==> src/rtl/output_control.sv <==
// ---------------------------------------------------------------------------
// output_control
//
// Result-side partner of the serial operand loader. Takes one parallel
// snapshot of the N*N accumulator results from the systolic array, then
// streams them off-chip bit-serially on a single pin. Word 0 goes first, and
// each word is sent LSB first. The host paces the stream with read_en.
//
// Parameters
//   D_W    operand width (results are ACC_W wide, ACC_W >= 2*D_W)
//   N      array dimension; N*N result words per frame
//   ACC_W  result word width
//
// Ports
//   clk        rising-edge clock
//   rst        synchronous, active-high reset; aborts any frame in flight
//   in_z_flat  N*N results, word k = in_z_flat[(k+1)*ACC_W-1 -: ACC_W]
//   capture    1-cycle strobe: in_z_flat is valid this cycle
//   read_en    host shift request; low pauses the stream
//   data_out   serial result bit (registered)
//   out_valid  data_out carries a valid bit this cycle (registered)
//   full       snapshot held and not yet fully sent
//   done       1-cycle pulse on the cycle after the last bit of a frame
//   ovf        sticky: a capture arrived while a frame was still pending
//
// Configuration macro
//   OUTPUT_CONTROL_PARITY_EN  when defined, each word is followed by one
//                             even-parity bit (XOR of the word), so a frame
//                             is N*N*(ACC_W+1) valid cycles.
// ---------------------------------------------------------------------------
module output_control #(
  parameter int D_W   = 8,
  parameter int N     = 2,
  parameter int ACC_W = 16
) (
  input  logic                   clk,
  input  logic                   rst,
  input  logic [N*N*ACC_W-1:0]   in_z_flat,
  input  logic                   capture,
  input  logic                   read_en,
  output logic                   data_out,
  output logic                   out_valid,
  output logic                   full,
  output logic                   done,
  output logic                   ovf
);

  localparam int NW   = N * N;
  localparam int WC_W = (NW > 1) ? $clog2(NW) : 1;
  localparam int BC_W = (ACC_W > 1) ? $clog2(ACC_W) : 1;

  localparam logic [WC_W-1:0] LAST_WORD = WC_W'(NW - 1);
  localparam logic [BC_W-1:0] LAST_BIT  = BC_W'(ACC_W - 1);

  // Result words must be able to hold a full operand product.
  if (ACC_W < 2 * D_W) begin : g_width_check
    $error("output_control: ACC_W must be at least 2*D_W");
  end

  // FLUSH is the cycle in which the final bit is visible on data_out; the
  // transition out of it raises done, so the done cycle itself is spent in
  // IDLE and a new capture there is accepted.
  typedef enum logic [2:0] {
    IDLE   = 3'd0,
    READY  = 3'd1,
    SHIFT  = 3'd2,
`ifdef OUTPUT_CONTROL_PARITY_EN
    PARITY = 3'd3,
`endif
    FLUSH  = 3'd4
  } state_t;

  state_t               state_reg;
  logic [NW*ACC_W-1:0]  buffer_reg;
  logic [WC_W-1:0]      word_cnt_reg;
  logic [BC_W-1:0]      bit_cnt_reg;
  logic                 data_out_reg;
  logic                 out_valid_reg;
  logic                 full_reg;
  logic                 done_reg;
  logic                 ovf_reg;

  // Split the snapshot into words so the current word is a simple array read.
  logic [ACC_W-1:0] words [NW];

  for (genvar gi = 0; gi < NW; gi++) begin : g_words
    assign words[gi] = buffer_reg[gi*ACC_W +: ACC_W];
  end

  logic [ACC_W-1:0] cur_word;
  logic             cur_bit;
  logic             last_bit;
  logic             last_word;

  assign cur_word  = words[word_cnt_reg];
  assign cur_bit   = cur_word[bit_cnt_reg];
  assign last_bit  = (bit_cnt_reg == LAST_BIT);
  assign last_word = (word_cnt_reg == LAST_WORD);

`ifdef OUTPUT_CONTROL_PARITY_EN
  logic cur_parity;
  assign cur_parity = ^cur_word;
`endif

  always_ff @(posedge clk) begin
    if (rst) begin
      state_reg     <= IDLE;
      buffer_reg    <= '0;
      word_cnt_reg  <= '0;
      bit_cnt_reg   <= '0;
      data_out_reg  <= 1'b0;
      out_valid_reg <= 1'b0;
      full_reg      <= 1'b0;
      done_reg      <= 1'b0;
      ovf_reg       <= 1'b0;
    end else begin
      done_reg <= 1'b0;

      case (state_reg)
        IDLE: begin
          // read_en is deliberately ignored here, even alongside capture.
          out_valid_reg <= 1'b0;
          if (capture) begin
            buffer_reg   <= in_z_flat;
            full_reg     <= 1'b1;
            ovf_reg      <= 1'b0;
            word_cnt_reg <= '0;
            bit_cnt_reg  <= '0;
            state_reg    <= READY;
          end
        end

        // READY and SHIFT share the emit path: the first read_en in READY
        // sends bit 0 of word 0 straight away, so it is visible next cycle.
        READY, SHIFT: begin
          if (capture) begin
            ovf_reg <= 1'b1;
          end
          out_valid_reg <= read_en;
          if (read_en) begin
            data_out_reg <= cur_bit;
            state_reg    <= SHIFT;
            if (last_bit) begin
              bit_cnt_reg <= '0;
`ifdef OUTPUT_CONTROL_PARITY_EN
              // The word counter advances after the parity bit is sent.
              state_reg <= PARITY;
`else
              if (last_word) begin
                word_cnt_reg <= '0;
                state_reg    <= FLUSH;
              end else begin
                word_cnt_reg <= word_cnt_reg + 1'b1;
              end
`endif
            end else begin
              bit_cnt_reg <= bit_cnt_reg + 1'b1;
            end
          end
        end

`ifdef OUTPUT_CONTROL_PARITY_EN
        PARITY: begin
          if (capture) begin
            ovf_reg <= 1'b1;
          end
          out_valid_reg <= read_en;
          if (read_en) begin
            data_out_reg <= cur_parity;
            if (last_word) begin
              word_cnt_reg <= '0;
              state_reg    <= FLUSH;
            end else begin
              word_cnt_reg <= word_cnt_reg + 1'b1;
              state_reg    <= SHIFT;
            end
          end
        end
`endif

        FLUSH: begin
          // Final bit is on the pin this cycle; close the frame regardless
          // of read_en since nothing is left to send.
          if (capture) begin
            ovf_reg <= 1'b1;
          end
          out_valid_reg <= 1'b0;
          full_reg      <= 1'b0;
          done_reg      <= 1'b1;
          state_reg     <= IDLE;
        end

        default: begin
          state_reg <= IDLE;
        end
      endcase
    end
  end

  assign data_out  = data_out_reg;
  assign out_valid = out_valid_reg;
  assign full      = full_reg;
  assign done      = done_reg;
  assign ovf       = ovf_reg;

endmodule
==> config.mk <==
export PLATFORM = sky130hd
export DESIGN_NAME = output_control
export DESIGN_NICKNAME = d
export VERILOG_FILES = /design/src/rtl/output_control.sv
export SDC_FILE = /design/constraint.sdc
export NUM_CORES = 1
export LEC_CHECK = 0
export ABC_AREA = 0
export CAP_MARGIN = 20
export CORE_ASPECT_RATIO = 1.1
export CORE_MARGIN = 5
export CORE_UTILIZATION = 54
export CTS_CLUSTER_SIZE = 30
export DETAILED_ROUTE_END_ITERATION = 6
export GPL_TIMING_DRIVEN = 1
export HOLD_SLACK_MARGIN = 0.12
export PLACE_DENSITY = 0.8
export SLEW_MARGIN = 20
export SYNTH_ARGS = -nofsm -noshare
export SYNTH_HDL_FRONTEND = slang
export SYNTH_SLANG_ARGS = --single-unit
==> constraint.sdc <==
create_clock -name clk -period 5.8 [get_ports clk]
set_clock_uncertainty 0.2 [all_clocks]
set_input_delay 1.16 -clock clk [delete_from_list [all_inputs] [get_ports clk]]
set_output_delay 1.16 -clock clk [all_outputs]
set_load 0.1 [all_outputs]
======== Yosys cells after proc, flatten, opt, wreduce, memory -nomap -nowiden ========
Index checks and enable logic that the tools add are counted.
cells by class
  add/sub/neg operators ................... 2
  multipliers ............................. 0
  divide/modulo/power cells ............... 0
  order comparisons ....................... 2
  eq/ne operators ......................... 9
  shifts and indexed selects .............. 0
  mux-type cells .......................... 25
  bitwise gates (word level) .............. 1
  reductions and logical operators ........ 15
operators with widths
  kind                                                         count
  binary-select mux 16 bit (select 2 bit)                      1
  2-to-1 mux 16 bit                                            2
  2-to-1 mux 3 bit                                             4
  2-to-1 mux 4 bit                                             3
  2-to-1 mux 2 bit                                             4
  case mux 4 bit (2 select lines)                              1
  AND reduction 2 bit                                          4
  nonzero test 2 bit                                           4
  != test 2 bit (second input constant)                        3
  case mux 1 bit (2 select lines)                              3
  case mux 3 bit (2 select lines)                              1
  AND reduction 3 bit                                          2
  less-than comparator 4 x 5 -> 1 bit (second input constant)  1
  adder 4 x 1 -> 4 bit (second input constant)                 1
  binary-select mux 1 bit (select 4 bit)                       1
  equality test 4 bit (second input constant)                  1
  2-to-1 mux 1 bit                                             4
  case mux 2 bit (2 select lines)                              1
  AND reduction 4 bit                                          1
  OR reduction 2 bit                                           2
  equality test 3 x 1 -> 1 bit (second input constant)         1
  equality test 3 x 2 -> 1 bit (second input constant)         1
  equality test 3 bit (second input constant)                  1
  greater-or-equal comparator 3 bit (second input constant)    1
  6 further kinds                                              6
word-level totals
  register bits after elaboration ......... 78
  bits in latches ......................... 0
  bits in writable memories ............... 0
  memory bits (read-only) ................. 0
  output and inout bits ................... 5
  memories kept ........................... 0

======== Logic depth before layout (Yosys ltp) ========
Gate-level depths: netlist of run 1.
  depth in word-level cells ............... 6
  mapped depth ............................ 8
  depth with buffers taken out ............ 5

======== Worst setup path before layout of run 1 ========
No wires, ideal clock.
  kind .................................... input-to-reg
  start point ............................. input capture
  end point ............................... register buffer_reg[0]
  library setup time ...................... 0.070 ns
  arrival ................................. 2.121 ns
  path slack .............................. 3.409 ns
  stages .................................. 6
  cells stage by stage .................... nand2_1 > or2_2 > clkbuf_1 > clkbuf_1 > nand2_1 > a21oi_1
between the ends
  longest elaborated chain between the ends .. 1
ends and longest elaborated chain
  item                                  line  source
  start: declaration                    39    input logic capture,
  AND reduction 2 bit (no source line)  -
  end signal: assignment                124   buffer_reg <= in_z_flat;
  end: declaration                      74    logic [NW*ACC_W-1:0] buffer_reg;
No other way between the ends.
A chain may end at the register's enable or synchronous reset.

======== Worst setup path after layout of run 1 ========
  start point ............................. register full_reg (netlist: full)
  end point ............................... output full
RTL lines
  item                      line  source
  start: declaration        79    logic full_reg;
  start signal: assignment  113   full_reg <= 1'b0;
  start signal: assignment  125   full_reg <= 1'b1;
  start signal: assignment  188   full_reg <= 1'b0;
  end: declaration          43    output logic full,
No word-level cell between the ends.

==> results.yml, run 1 <==
yosys:
  synth_area_leaders: "dfxtp_1, nand2_1, a21oi_1"
  async_flop_share_pct: 0
  synth_fa_ha_area_share_pct: 0.7361
  syn-num-nets: 465
  synth_edf_count: 0
  avgSynthCellArea_um2: 8.606
  yosysWarnings: 0
  synth_area_leader_cell: "dfxtp_1"
  synth_top_family_by_area: "simple AND/OR/NAND/NOR gates"
  synth_mux_area_share_pct: 13.54
  yosys.area_share.simple_pct: 20.72
  netlist_instances: 395
  yosysTopAreaCellShare_pct: 45.93
  netlist_area_mm2: 0.003400
  synth_ff_type: "dfxtp_1"
  synthDistinctLibCells: 41
  synth-compound-area-share_pct: 14.02
  synth-xor-area-share_pct: 0.7729
  ys_ff_latch: 78
  ys_seq_area_share_pct: 45.93
cts:
  htree_num_levels: 3
  tritoncts: "yes"
  cts_root_buf: "clkbuf_8"
  cts_hold_buf: 0
  clock_latency_ns: 0.35
  cts.path.max_buffers: 2
  cts_made_buffers: 9
  postCtsSetupRepairBufs: 0
  clock_sinks: 78
  ctsResizeCount: 0
  clk_pin_slew_worst_paths_ns: 0.08
grt:
  grt_pass1_wl_um: 12520
  grt_pass1_vias: 2812
  grt_use_total_pct: 20.02
  grt_max_degree: 66
  grt_antenna_before_repair: 0
  grt_remaining_overflow: 0
critical_path:
  path_buf_inv: 1
  rr_startpoint: "word_cnt_reg[0]"
  cp_top_family: "buffers and inverters"
  worstPathCellList: "clkdlybuf4s50_1"
  startpoint: "full"
  rr_worst_depth: 5
  end_kind: "output pin"
  cp_max_fo: 2
  crit_slowest_cell: "clkdlybuf4s50_1"
  critical_path_class: "reg -> out"
  required_ns: 4.44
  regToRegSetupSlack_ns: 3.36
  cp_num_cells: 1
  cpPeakStageDelay_ns: 1.13
  cp_data_arrival_time_ns: 1.82
  crit_path_end: "full"
  reg2reg_to: "data_out"
  start_kind: "flip-flop"
layout:
  seqCellArea_mm2: 0.001562
  multiInputGateArea_mm2: 0.001703
  layout-drive-gt1-share_pct: 7.506
  syn2layout_area_growth_pct: 25.95
  fillers: 503
  largest_reg_flops: 64
  antennaDiodeCount: 0
  fin_nets: 518
routing:
  route.met2.wl_um: 3970
  drt-initial-drc-count: 141
  vias: 2872
  wl_um: 7755
  antenna_left: 0
  wire_per_inst_um: 14.55
  dr.pass1.iters: 4
  top_layer: "met4"
  met1_length_um: 3310
  wl_met3_um: 301
  vias_per_cell: 5.388
  drc: 0
sta:
  tightest_slew_ns: 0.9648
  rsz0062_at_grt: "no"
  finalCriticalPeriod_ns: 3.183
  fin_crit_sh_pct: 54.89
  timing.setup.tns_ns: 0
  setup_violations: 0
  fmax_mhz: 314.1
  slew_headroom_pct: 35.48
  hold_viol_final: 0
  slew_viol_final: 0
run_status:
  status: "complete, no violations"
placed_design:
  hpwl_um: 5345
  gp_routability_congestion: 0.8391
  io_buffers: 72
hold_path:
  hp-class: "reg -> reg"
pwr:
  vdd_ir_drop_max_uv: 146.1
  power_density_mw_per_mm2: 276.3
  leakage_nw: 1.559
  p_total_mw: 1.183
run:
  drv_cap: 0
die:
  ios: 73
  die_y_um: 93.22
  start_util_pct: 55.22
  core_area_mm2: 0.006156
  rows: 30
  dieArea_mm2: 0.007984
  die_x_um: 85.65
[routing by layer]
layer  up-vias  GRT usage [%]
li1       1466              -
met1      1349          24.49
met2        45          33.55
met3        12          4.493
met4         0          8.971
met5         -              0
[synth_stat cells (all sizes together) (2+ instances only)]
cell     count
nand2      133
dfxtp       78
a21oi       70
clkbuf      21
mux4        15
buf         12
nand3        9
nor3         7
nor2         6
o21ai        5
mux2         4
mux2i        4
o2111ai      3
a221oi       2
ha           2
nand2b       2
nor2b        2
nor3b        2
nor4         2
xor2         2
[through the flow]
step / util [%] / setup slack [ns] / cells / instance area [um^2] / hold WS (ns)
after detailed placement: 66.67 / 2.422 / 517 / 4104 / 0.2433
after floorplan: - / 3.409 / 395 / 3400 / 0.2315
after global placement: 66.67 / 2.497 / 517 / 4104 / 0.2376
after global routing: 69.55 / 2.556 / 533 / 4282 / 0.2708
final: 69.55 / 2.617 / 533 / 4282 / 0.2546
after CTS: 69.51 / 2.596 / 533 / 4279 / 0.2546
[worst min-delay path by stage]
| stage | start | to | slack [ns] | depth (start not counted) |
|---|---|---|---|---|
| after floorplan | buffer_reg[19] | buffer_reg[19] | 0.23 | 2 |
| after detailed placement | buffer_reg[12] | buffer_reg[12] | 0.24 | 2 |
| after global placement | buffer_reg[59] | buffer_reg[59] | 0.24 | 2 |
| after CTS | buffer_reg[12] | buffer_reg[12] | 0.25 | 2 |
| final | buffer_reg[59] | buffer_reg[59] | 0.25 | 2 |
| after global routing | buffer_reg[12] | buffer_reg[12] | 0.27 | 2 |
[logic make-up after synthesis]
family | after synthesis
multiplexers | 23
flip-flops | 78
adder cells (fa/ha/maj) | 2
AND/OR/NAND/NOR | 169
AO/OA/AOI/OAI | 86
XOR/XNOR | 3
buffers and inverters | 34
[where the power goes]
part | internal [mW] | switching, mW | total (mW)
clock network | 0.164 | 0.197 | 0.361
logic | 0.104 | 0.113 | 0.217
registers | 0.575 | 0.0302 | 0.605
total | 0.843 | 0.340 | 1.18
[area by class of cell]
| type | count | share of cell area, % |
|---|---|---|
| Inverter | 1 | 0.08767 |
| Timing Repair Buffer | 75 | 17.24 |
| Sequential cell | 78 | 36.47 |
| Multi-Input combinational cell | 283 | 39.77 |
| Tap cell | 80 | 2.338 |
| Clock inverter | 6 | 0.8767 |
| Clock buffer | 10 | 3.214 |
[cell usage in the layout (no fill, tap or decap), types with 3 or more instances in the layout]
cell type and n:
mux4_1 10, clkbuf_8 10, a21oi_1 70, mux2i_1 4, nand3_1 9, buf_4 3
clkinvlp_4 3, clkdlybuf4s50_1 71, nor2_1 4, o21ai_0 5, clkinv_2 3, mux4_2 5
mux2_2 4, nand2_1 133, nor3_1 7, dfxtp_1 78
No activity file was read; power rests on OpenSTA's default activity.
==> inputs of run 2 (changes only) <==
--- a/config.mk
+++ b/config.mk
@@ -9,12 +9,12 @@
 export CAP_MARGIN = 20
 export CORE_ASPECT_RATIO = 1.1
 export CORE_MARGIN = 5
-export CORE_UTILIZATION = 54
+export CORE_UTILIZATION = 50
 export CTS_CLUSTER_SIZE = 30
 export DETAILED_ROUTE_END_ITERATION = 6
 export GPL_TIMING_DRIVEN = 1
 export HOLD_SLACK_MARGIN = 0.12
-export PLACE_DENSITY = 0.8
+export PLACE_DENSITY = 0.75
 export SLEW_MARGIN = 20
 export SYNTH_ARGS = -nofsm -noshare
 export SYNTH_HDL_FRONTEND = slang
==> constraint.sdc (replaced) <==
create_clock -name clk -period 3.1 [get_ports clk]
set_clock_uncertainty 0.2 [all_clocks]
set_input_delay 0.62 -clock clk [delete_from_list [all_inputs] [get_ports clk]]
set_output_delay 0.62 -clock clk [all_outputs]
set_load 0.1 [all_outputs]
==> run 2 against run 1 <==
Global-route usage shrank 0.92 points. Register-to-register slack lost 2.5 ns. Power grew 100%. Combinational power grew 92%. Count of clock-buffer cells in the layout grew 2. Die area grew 7.1%. Largest cell class unchanged. Largest power group unchanged. Highest routed layer unchanged.
==> results.yml, run 2 (same netlist as run 1, synthesis figures left out) <==
die:
  rows: 31
  die_y_um: 96.48
  die_x_um: 88.62
  ios: 73
  dieArea_mm2: 0.008550
  start_util_pct: 51.56
  core_area_mm2: 0.006594
cts:
  clock_sinks: 78
  clk_pin_slew_worst_paths_ns: 0.07
  htree_num_levels: 3
  cts_hold_buf: 0
  cts_root_buf: "clkbuf_8"
  cts.path.max_buffers: 2
  cts_made_buffers: 9
  clock_latency_ns: 0.34
  tritoncts: "yes"
  ctsResizeCount: 0
  postCtsSetupRepairBufs: 0
layout:
  antennaDiodeCount: 0
  fillers: 575
  largest_reg_flops: 64
  syn2layout_area_growth_pct: 27.79
  final_cell_mix: "nand2_1, dfxtp_1, a21oi_1"
  fin_nets: 519
  layout-drive-gt1-share_pct: 8.370
  finalInstanceArea_mm2: 0.004344
  final_common_cell: "nand2_1"
  final_util_pct: 65.88
pwr:
  power_frac_seq_pct: 47.6
  swShare_pct: 26.29
  pwr-share-clk_pct: 34.8
  vdd_ir_drop_max_uv: 426.0
  p_switching_mw: 0.6245
  pwr-share-comb_pct: 17.6
  power.internal_mw: 1.751
  leakage_nw: 1.609
  power_density_mw_per_mm2: 546.8
routing:
  vias_per_cell: 5.450
  antenna_left: 0
  drc: 0
  drt-initial-drc-count: 159
  wire_per_inst_um: 14.56
  dr.pass1.iters: 4
  vias: 2921
  wl_um: 7805
critical_path:
  cp_max_fo: 16
  required_ns: 3.12
  cpPeakStageDelay_ns: 0.75
  cp_num_cells: 4
  end_kind: "flip-flop"
  worstPathCellList: "mux4_1, mux4_2, o2111ai_2, nand3_1"
  rr_startpoint: "word_cnt_reg[1]"
  start_kind: "flip-flop"
  startpoint: "word_cnt_reg[1]"
  reg2reg_to: "data_out"
  regToRegSetupSlack_ns: 0.84
  path_buf_inv: 0
  critical_path_class: "reg -> reg"
  crit_path_end: "data_out"
  cp_data_arrival_time_ns: 2.28
  crit_slowest_cell: "dfxtp_1"
  cp_top_family: "multiplexers"
  rr_worst_depth: 4
run_status:
  status: "complete, no violations"
grt:
  grt_pass1_wl_um: 12680
  grt_remaining_overflow: 0
  grt_antenna_before_repair: 0
  grt_use_total_pct: 19.10
  grt_pass1_vias: 2816
  grt_max_degree: 65
sta:
  timing.setup.tns_ns: 0
  setup_violations: 0
  hold_viol_final: 0
  slew_viol_final: 0
  tightest_slew_ns: 0.6688
  finalCriticalPeriod_ns: 2.256
  fmax_mhz: 443.3
  slew_headroom_pct: 55.41
  rsz0062_at_grt: "no"
  fin_crit_sh_pct: 72.76
placed_design:
  io_buffers: 72
  hpwl_um: 5396
  gp_routability_congestion: 0.7714
  dpl_cell_area_mm2: 0.004126
hold_path:
  hp-class: "reg -> reg"
run:
  drv_cap: 0
## run 2: cell types whose count changed in the layout (fill, tap and decap cells not counted), sizes merged
cell           change
clkinvlp           -3
buf                +6
clkbuf             +2
clkdlybuf4s50      -5
bufinv             +2
clkinv             -1
## run 2: power by group through the flow
stage               sequential, mW  combinational, mW  clock (mW)
finish                        1.13              0.417       0.828
global route                  1.14              0.460       0.884
CTS                           1.13              0.419       0.840
detailed placement            1.15              0.417           0
global placement              1.15              0.410           0
floorplan                     1.15              0.262           0
## run 2: worst reg2reg max path: stages (launching register included)
cell and delay, ns:
dfxtp_1 0.75, mux4_1 0.42, mux4_2 0.51, o2111ai_2 0.19, nand3_1 0.08
## run 2: how the worst min path moves through the flow
stage                         startpoint             end  slack (ns)  cells after the start
final                     buffer_reg[46]  buffer_reg[46]        0.25                      2
after global routing      buffer_reg[36]  buffer_reg[36]        0.27                      2
after CTS                 buffer_reg[62]  buffer_reg[62]        0.26                      2
after detailed placement  buffer_reg[62]  buffer_reg[62]        0.25                      2
after global placement    buffer_reg[57]  buffer_reg[57]        0.24                      2
after floorplan           buffer_reg[19]  buffer_reg[19]        0.23                      2
## run 2: layout make-up
| type | instances | area (um^2) | share of cell area [%] |
|---|---|---|---|
| sequential | 78 | 1562 | 35.94 |
| clock buffer | 12 | 145.1 | 3.341 |
| multi-input combinational | 283 | 1703 | 39.20 |
| inverter | 1 | 3.754 | 0.08641 |
| tap | 82 | 102.6 | 2.362 |
| timing repair buffer | 76 | 758.2 | 17.45 |
| clock inverter | 4 | 70.07 | 1.613 |
## run 2: stage by stage
step	hold slack [ns]	worst slack (ns)	std cells	power, mW
2_1_floorplan	0.2315	1.028	395	1.412
3_3_place_gp	0.2363	0.3312	520	1.560
3_5_place_dp	0.2456	0.2554	520	1.572
4_1_cts	0.2561	0.5782	536	2.390
5_1_grt	0.2734	0.7015	536	2.485
6_report	0.2549	0.8443	536	2.375
## run 2: per-layer routing
layer / up-vias / share of wire [%] / GRT usage [%]
met3: 8 / 5.0 / 3.902
li1: 1467 / - / -
met4: 0 / 1.2 / 6.297
met1: 1383 / 44 / 23.96
met5: - / 0 / 0
met2: 63 / 50 / 32.67
